--- src/rtl/bird_physics_pkg.sv ---
// bird_physics_pkg
//   Shared game parameters and types for the bird physics block and the
//   death checker: screen geometry, start height, death band limits, the
//   physics state enum and the height clamp helper.
package bird_physics_pkg;

  localparam int SCREEN_H     = 480;
  localparam int START_HEIGHT = 240;
  localparam int DEAD_TOP     = 10;
  localparam int DEAD_BOTTOM  = 420;

  localparam int HEIGHT_W = 9;
  localparam int VEL_W    = 6;
  // Wide enough that height (0..479) plus any 6-bit velocity cannot overflow.
  localparam int CALC_W   = 11;

  typedef enum logic [1:0] {
    ST_IDLE   = 2'd0,
    ST_FLY    = 2'd1,
    ST_FROZEN = 2'd2
  } bird_state_e;

  // Clamp a signed candidate height onto the visible rows [0, SCREEN_H-1].
  function automatic logic [HEIGHT_W-1:0] clamp_height(input logic signed [CALC_W-1:0] h);
    logic signed [CALC_W-1:0] h_max;
    h_max = CALC_W'(SCREEN_H - 1);
    if (h < 0)
      return '0;
    else if (h > h_max)
      return HEIGHT_W'(SCREEN_H - 1);
    else
      return h[HEIGHT_W-1:0];
  endfunction

endpackage

--- src/rtl/tick_gen.sv ---
// tick_gen
//   Free-running physics tick divider. Counts 0..TICK_DIV-1 and raises tick
//   for the single cycle in which the count sits at TICK_DIV-1 (the wrap
//   cycle). TICK_DIV must be at least 2.
//   Ports:
//     clk   - system clock
//     reset - asynchronous active-low reset, clears the count
//     tick  - one-cycle pulse, once every TICK_DIV cycles
module tick_gen #(
  parameter int TICK_DIV = 833333
) (
  input  logic clk,
  input  logic reset,
  output logic tick
);

  localparam int CNT_W = (TICK_DIV > 1) ? $clog2(TICK_DIV) : 1;
  localparam logic [CNT_W-1:0] LAST = CNT_W'(TICK_DIV - 1);

  logic [CNT_W-1:0] cnt;

  always_ff @(posedge clk or negedge reset) begin
    if (!reset)
      cnt <= '0;
    else if (cnt == LAST)
      cnt <= '0;
    else
      cnt <= cnt + 1'b1;
  end

  assign tick = (cnt == LAST);

endmodule

--- src/rtl/bird_physics.sv ---
// bird_physics
//   Vertical physics for the bird: IDLE / FLY / FROZEN state machine, flap
//   edge detection with a pending flag, gravity with a fall-speed ceiling,
//   and a clamped height, all updated once per physics tick.
//   Ports:
//     clk      - system clock, all state on the rising edge
//     reset    - asynchronous active-low reset
//     in_game  - player is activated for the game
//     flap     - debounced, clk-synchronous flap button level
//     is_dead  - death flag from the death checker
//     height   - bird top y (0 = screen top, grows downward)
//     velocity - signed vertical velocity, pixels per tick
//     tick     - one-cycle pulse on each physics update
//     flying   - high only while in FLY
//     state    - current state, exposed for debug/checkers
module bird_physics
  import bird_physics_pkg::*;
#(
  parameter int TICK_DIV     = 833333,
  parameter int START_HEIGHT = bird_physics_pkg::START_HEIGHT,
  parameter int GRAVITY      = 1,
  parameter int FLAP_VEL     = -8,
  parameter int MAX_FALL     = 8
) (
  input  logic                       clk,
  input  logic                       reset,
  input  logic                       in_game,
  input  logic                       flap,
  input  logic                       is_dead,
  output logic [HEIGHT_W-1:0]        height,
  output logic signed [VEL_W-1:0]    velocity,
  output logic                       tick,
  output logic                       flying,
  output bird_state_e                state
);

  localparam logic [HEIGHT_W-1:0]     START_H = HEIGHT_W'(START_HEIGHT);
  localparam logic signed [VEL_W-1:0] FLAP_V  = VEL_W'(FLAP_VEL);
  localparam logic signed [VEL_W-1:0] MAX_V   = VEL_W'(MAX_FALL);
  localparam logic signed [CALC_W-1:0] GRAV_C = CALC_W'(GRAVITY);
  localparam logic signed [CALC_W-1:0] MAX_C  = CALC_W'(MAX_FALL);

  bird_state_e state_next;

  logic                     flap_prev;
  logic                     flap_edge;
  logic                     pending;
  logic                     pend_now;
  logic signed [CALC_W-1:0] vel_ext;
  logic signed [CALC_W-1:0] vel_grav;
  logic signed [CALC_W-1:0] h_sum;
  logic signed [VEL_W-1:0]  vel_fall;
  logic signed [VEL_W-1:0]  vel_tick;
  logic [HEIGHT_W-1:0]      h_clamped;

  logic [HEIGHT_W-1:0]      height_next;
  logic signed [VEL_W-1:0]  velocity_next;
  logic                     pending_next;

  tick_gen #(.TICK_DIV(TICK_DIV)) u_tick_gen (
    .clk   (clk),
    .reset (reset),
    .tick  (tick)
  );

  // Physics arithmetic for the current tick. A flap edge landing in the tick
  // cycle itself is folded into pend_now so it is not lost.
  always_comb begin
    flap_edge = flap & ~flap_prev;
    pend_now  = pending | flap_edge;
    vel_ext   = CALC_W'(velocity);
    vel_grav  = vel_ext + GRAV_C;
    vel_fall  = (vel_grav > MAX_C) ? MAX_V : vel_grav[VEL_W-1:0];
    vel_tick  = pend_now ? FLAP_V : vel_fall;
    h_sum     = $signed({{(CALC_W-HEIGHT_W){1'b0}}, height}) + CALC_W'(vel_tick);
    h_clamped = clamp_height(h_sum);
  end

  // Next state and next datapath values.
  always_comb begin
    state_next    = state;
    height_next   = height;
    velocity_next = velocity;
    pending_next  = pending;
    case (state)
      ST_IDLE: begin
        height_next   = START_H;
        velocity_next = '0;
        pending_next  = 1'b0;
        if (in_game && flap_edge) begin
          state_next    = ST_FLY;
          velocity_next = FLAP_V;
          // The launching flap also lifts the bird on the first tick.
          pending_next  = 1'b1;
        end
      end
      ST_FLY: begin
        if (is_dead) begin
          state_next = ST_FROZEN;
        end else if (!in_game) begin
          state_next    = ST_IDLE;
          height_next   = START_H;
          velocity_next = '0;
          pending_next  = 1'b0;
        end else if (tick) begin
          velocity_next = vel_tick;
          height_next   = h_clamped;
          pending_next  = 1'b0;
        end else if (flap_edge) begin
          pending_next = 1'b1;
        end
      end
      ST_FROZEN: begin
        if (!in_game) begin
          state_next    = ST_IDLE;
          height_next   = START_H;
          velocity_next = '0;
          pending_next  = 1'b0;
        end
      end
      default: begin
        state_next = ST_IDLE;
      end
    endcase
  end

  always_ff @(posedge clk or negedge reset) begin
    if (!reset)
      state <= ST_IDLE;
    else
      state <= state_next;
  end

  always_ff @(posedge clk or negedge reset) begin
    if (!reset) begin
      height    <= START_H;
      velocity  <= '0;
      pending   <= 1'b0;
      flap_prev <= 1'b0;
    end else begin
      height    <= height_next;
      velocity  <= velocity_next;
      pending   <= pending_next;
      flap_prev <= flap;
    end
  end

  assign flying = (state == ST_FLY);

endmodule

--- config.mk ---
export PLATFORM = sky130hd
export DESIGN_NAME = bird_physics
export DESIGN_NICKNAME = d
export VERILOG_FILES = /design/src/rtl/bird_physics_pkg.sv /design/src/rtl/tick_gen.sv /design/src/rtl/bird_physics.sv
export SDC_FILE = /design/constraint.sdc
export NUM_CORES = 1
export LEC_CHECK = 0
export CELL_PAD_IN_SITES_DETAIL_PLACEMENT = 1
export CELL_PAD_IN_SITES_GLOBAL_PLACEMENT = 1
export CORE_MARGIN = 1
export CORE_UTILIZATION = 45
export DETAILED_ROUTE_END_ITERATION = 7
export PLACE_DENSITY_LB_ADDON = 0.25
export SLEW_MARGIN = 20
export SYNTH_ARGS = -nofsm -noshare
export SYNTH_HDL_FRONTEND = slang
export SYNTH_SLANG_ARGS = --single-unit
--- constraint.sdc ---
create_clock -name clk -period 11.65 [get_ports clk]
set_clock_uncertainty 0.15 [all_clocks]
set_input_delay 2.33 -clock clk [delete_from_list [all_inputs] [get_ports clk]]
set_output_delay 2.33 -clock clk [all_outputs]
set_load 0.02 [all_outputs]
Word level (Yosys, flattened, before mapping)

Index checks and enable logic that the tools add are counted.

Input bits: 5
Register bits after elaboration: 39
Output and inout bits: 19

Eq/ne operators: 8
$add $sub $neg: 3
Order comparisons: 3
Reduce and logical (&&, ||, !) cells: 5
Bitwise operators: 3
Muxes and demuxes: 27

Operators by type and width:

| cell                                                   | number |
|---|---|
| two-way mux 9 bit                                      | 6 |
| two-way mux 6 bit                                      | 7 |
| one-hot mux 9 bit (3 select lines)                     | 1 |
| adder 20 x 1 -> 20 bit (second input constant)         | 1 |
| equality test 20 bit (second input constant)           | 1 |
| two-way mux 20 bit                                     | 1 |
| one-hot mux 6 bit (3 select lines)                     | 1 |
| adder 10 x 6 -> 11 bit                                 | 1 |
| > comparator 11 x 10 -> 1 bit (second input constant)  | 1 |
| < comparator 11 x 1 -> 1 bit (second input constant)   | 1 |
| AND reduction 4 bit                                    | 2 |
| adder 6 x 2 -> 7 bit (second input constant)           | 1 |
| > comparator 7 x 5 -> 1 bit (second input constant)    | 1 |
| two-way mux 1 bit                                      | 6 |
| two-way mux 2 bit                                      | 3 |
| inequality test 2 bit (second input constant)          | 3 |
| one-hot mux 2 bit (3 select lines)                     | 1 |
| inequality test 4 x 3 -> 1 bit (second input constant) | 1 |
| inequality test 3 bit (second input constant)          | 1 |
| one-hot mux 1 bit (3 select lines)                     | 1 |
| nonzero test 3 bit                                     | 1 |
| equality test 2 x 1 -> 1 bit (second input constant)   | 1 |
| equality test 2 bit (second input constant)            | 1 |
| zero test 2 bit                                        | 1 |
| 4 further kinds                                        | 4 |

Depth between registers and ports, before layout

Depth in word-level cells: 12
Mapped depth: 16
Gate-level depth less buffers: 15

By module

A second synthesis with hierarchy kept.

Cell total of the unflattened synthesis: 295
Area total of the unflattened synthesis: 2688.8 µm²

Modules (own cells, without submodules):

| module       | cells each | instances | area an instance (µm²) |
|---|---|---|---|
| bird_physics | 197        | 1         | 1661.6 |
| tick_gen     | 98         | 1         | 1027.2 |

Least setup slack after synthesis

No wires, ideal clock.

Path kind: input -> register
From: in flap
To: reg height[5]
Setup slack: 6533 ps
Buffers on the path: 0
Arrival: 4889 ps
Stages: 13
Setup time: 78 ps
Required time: 11422 ps
Cell sequence: nor2b_1 > a211o_1 > a21oi_1 > nor2b_1 > ha_1 > inv_1 > fa_1 > nor2b_1 > o2111ai_1 > a31oi_1 > xnor2_1 > nand4b_1 > a31o_2

Longest elaborated chain between the ends: 11

Ends and longest elaborated chain:

| element                              | line                   | text |
|---|---|---|
| start: declaration                   | bird_physics.sv:28     | `input logic flap,` |
| bitwise AND 1 bit *                  | bird_physics.sv:69     | `flap_edge = flap & ~flap_prev;` |
| bitwise OR 1 bit *                   | bird_physics.sv:70     | `pend_now = pending \| flap_edge;` |
| two-way mux 6 bit *                  | bird_physics.sv:74     | `vel_tick = pend_now ? FLAP_V : vel_fall;` |
| adder 10 x 6 -> 11 bit *             | bird_physics.sv:75     | `h_sum = $signed({{(CALC_W-HEIGHT_W){1'b0}}, height}) + CALC_W'(vel_tick);` |
| > comparator 11 x 10 -> 1 bit        | bird_physics_pkg.sv:29 | `else if (h > h_max)` |
| two-way mux 9 bit                    | bird_physics_pkg.sv:29 |  |
| two-way mux 9 bit *                  | bird_physics_pkg.sv:27 | `if (h < 0)` |
| two-way mux 9 bit *                  | bird_physics.sv:105    | `end else if (tick) begin` |
| two-way mux 9 bit *                  | bird_physics.sv:100    | `end else if (!in_game) begin` |
| two-way mux 9 bit *                  | bird_physics.sv:98     | `if (is_dead) begin` |
| one-hot mux 9 bit (3 select lines) * | bird_physics.sv:85     | `case (state)` |
| end signal: assignment               | bird_physics.sv:141    | `height <= height_next;` |
| end: declaration                     | bird_physics.sv:30     | `output logic [HEIGHT_W-1:0] height,` |

Mark *: on every way between the ends. The rest lies on a longest branch, timed or not. The select of a mux whose other input is x is not followed.
A chain may end at the register's enable or synchronous reset.

Worst setup path after layout

From: in flap
To: reg height[0]

Same word-level chain as after synthesis.

==> impl_metrics.toml <==
[run_status]
status = "finished clean"

[synth]
ys_top_cells_by_area = "dfrtp_1, ha_1, xor2_1"
synth_nets = 312
syn_avg_cell_area_um2 = 9.36
synth_ff_type = "dfrtp_1"
netlist.area_leader.share_pct = 32.5
synth_edf_count = 0
yosys.area.top_type = "dfrtp_1"
ys_seq_area_share_pct = 36.4
synth_area_um2 = 2700
async_reset_ff_share_pct = 100
yosys_warnings = 0
synth_cells = 288
yosys_register_bits = 39
ys_types = 63

[sta]
relSlewSlack_pct = 41.2
tightest_slew_ns = 0.882
tns_ns = 0
setup_viol = 0
rsz0062_at_grt = "no"
fin_crit_ns = 5.81
finalCritPeriodShare_pct = 49.8
fmax_mhz = 172
slew_violations = 0
hold_viol = 0
hold_ws_ns = 0.343

[setup_path]
crit_arrival_ns = 5.80
worstPathRequired_ns = 11.65
worstRegToRegCells = 15
setup.worst_path.start = "flap"
worstPathMaxFanout = 6
critPathLaunchType = "input port"
r2r_start = "velocity[0]"
crit_end = "height[0]"
reg2reg_to = "height[0]"
ff2ff_setup_slack_ns = 7.12
path_class = "input port to register"
end_kind = "register"

[clock_network]
cts_setup_buffers = 0
cts_max_level = 2
numCtsBuffers = 5
root_buffer = "clkbuf_8"
postCtsHoldBufs = 0
cts_resized = 0
clock_sinks = 39
clk_pin_slew_ns = 0.09
tritoncts = "yes"
clk_latency_ns = 0.30
cts_buffer_depth = 2

[floorplan]
die_w_um = 79.4
rows = 27
fp.dieH_um = 79.4
core_um2 = 5640
ios = 24
dieArea_um2 = 6300
start_util_pct = 47.8

[detailed_routing]
ant_nets = 0
wl_per_cell_um = 17.9
drtPass1Iterations = 4
drtIter0Drc = 92
drc = 0
finalWirelength_um = 6900
vias = 2269
vias_per_cell = 5.89

[place]
dp_cells = 377
post-dp-hpwl_um = 5050
place.gp.congestion = 0.827
port_buffers = 23

[global_route]
antenna_found_initial = 0
grt_use_total_pct = 24.1
grt_pass1_vias = 2378
grt_overflow_total = 0
grt_pass1_wl_um = 11700
grt_start_max_net_pins = 40

[cells_and_area]
register_area_um2 = 981
fin_nets = 336
multi_input_area_um2 = 1620
layout.cells.non_filler = 385
drive_gt1_share_pct = 10.9
antenna_cells = 0
area_growth_pct = 14.7
fillCellCount = 631

[power_and_ir_drop]
cellPowerDensity_nw_per_um2 = 173
ir_worst_vdd_uv = 111
leakage_nw = 1.33

[run]
cap_viol_max_count = 0

[hold_path]
worst_hold_path_type = "register to register"
-- synth_stat cells, drive strengths merged, types with 2 or more instances --
master   number
o31ai         2
nand2        31
buf           5
nor4b         2
a31oi         6
nor2         34
and3          3
xnor2        11
a22o          2
a31o          2
o2111ai       2
nor3          7
nand4         5
or3           2
a21o          2
a221oi        2
nand3b        2
dfrtp        35
ha           18
a21oi         9
o21a          7
nor2b         5
nand2b        4
nand3         9
and2          4
a211oi        9
dfstp         4
a22oi         4
o21ai        10
xor2         15
o22ai         2
inv          14
a221o         3
nor3b         2
-- how the worst min path moves through the flow --
stage,slack [ns],cells after the start,startpoint,endpoint
6_report,0.34,1,u_tick_gen.cnt[16],u_tick_gen.cnt[16]
5_1_grt,0.40,1,u_tick_gen.cnt[16],u_tick_gen.cnt[16]
4_1_cts,0.35,1,u_tick_gen.cnt[16],u_tick_gen.cnt[16]
3_5_place_dp,0.33,1,u_tick_gen.cnt[16],u_tick_gen.cnt[16]
3_3_place_gp,0.33,1,u_tick_gen.cnt[16],u_tick_gen.cnt[16]
2_1_floorplan,0.31,1,u_tick_gen.cnt[16],u_tick_gen.cnt[16]
-- layout make-up --
cell class | instances | area share (%)
Clock buffer | 6 | 2.67
Clock inverter | 2 | 1.25
Inverter | 14 | 1.70
Multi-Input combinational cell | 229 | 52.4
Sequential cell | 39 | 31.7
Tap cell | 72 | 2.91
Timing Repair Buffer | 23 | 7.28
-- worst max-delay path, stage by stage --
cell	delay, ns
clkdlybuf4s50_1	0.41
nor2b_1	0.18
a211o_1	0.28
a21oi_1	0.37
nor2b_1	0.21
ha_1	0.22
inv_1	0.06
fa_1	0.40
nor2b_1	0.18
o2111ai_1	0.19
a31oi_1	0.23
nor3_1	0.12
o21ai_1	0.41
a22oi_1	0.19
-- metal layers --
layer / GRT usage (%) / part of all wire, % / vias up
met1: 31.8 / 47 / 1146
met2: 40.7 / 50 / 33
met5: 0 / 0 / -
met4: 6.36 / 0.86 / 0
li1: - / - / 1083
met3: 4.00 / 2.2 / 7
-- placed cells by master, fill, tap and decap left out, types with 3 or more instances in the layout --
cell / count
dfrtp_1: 35
nor2_1: 33
nand2_1: 31
clkdlybuf4s50_1: 22
ha_1: 18
xor2_1: 15
inv_1: 14
xnor2_1: 10
a21oi_1: 9
nand3_1: 9
o21ai_0: 8
a211oi_1: 7
a31oi_1: 6
o21a_1: 6
clkbuf_8: 6
nor2b_1: 5
nor3_1: 5
nand2b_1: 4
a22oi_1: 4
dfstp_2: 4
nand4_1: 3
and3_1: 3
a221o_1: 3
-- kinds of logic (layout without fill, tap and decap cells) --
logic type / after synthesis / count (layout) / synth area share (%)
XOR/XNOR: 26 / 26 / 8.73
flip-flops: 39 / 39 / 36.4
multiplexers: 1 / 1 / 0.418
AND/OR/NAND/NOR: 115 / 115 / 22.2
AO/OA/AOI/OAI: 68 / 68 / 19.7
adder cells (fa/ha/maj): 19 / 19 / 9.10
buffers and inverters: 20 / 45 / 3.44
-- registers in the layout (all words and copies together) (netlist names) --
signal          cells
u_tick_gen.cnt     20
velocity            6
flap_prev           1
state               2
height              9
pending             1
-- metrics by stage --
| stage | power [W] | area, µm² | setup WS [ns] | util, % |
|---|---|---|---|---|
| after floorplan | 0.000350 | 2700 | 6.53 | - |
| after global placement | 0.000403 | 2970 | 5.74 | 52.7 |
| after detailed placement | 0.000410 | 2970 | 5.66 | 52.7 |
| after CTS | 0.000535 | 3090 | 5.91 | 54.8 |
| after global routing | 0.000568 | 3090 | 5.56 | 54.8 |
| final | 0.000534 | 3090 | 5.84 | 54.8 |
-- where the power goes --
group,switching [W],internal (W),leakage [nW],total (W)
sequential,0.0000114,0.000142,0.512,0.000153
combinational,0.000153,0.000105,0.761,0.000258
clock,0.0000525,0.0000705,0.0618,0.000123
Note: power is estimated with default switching activity, not from simulation.
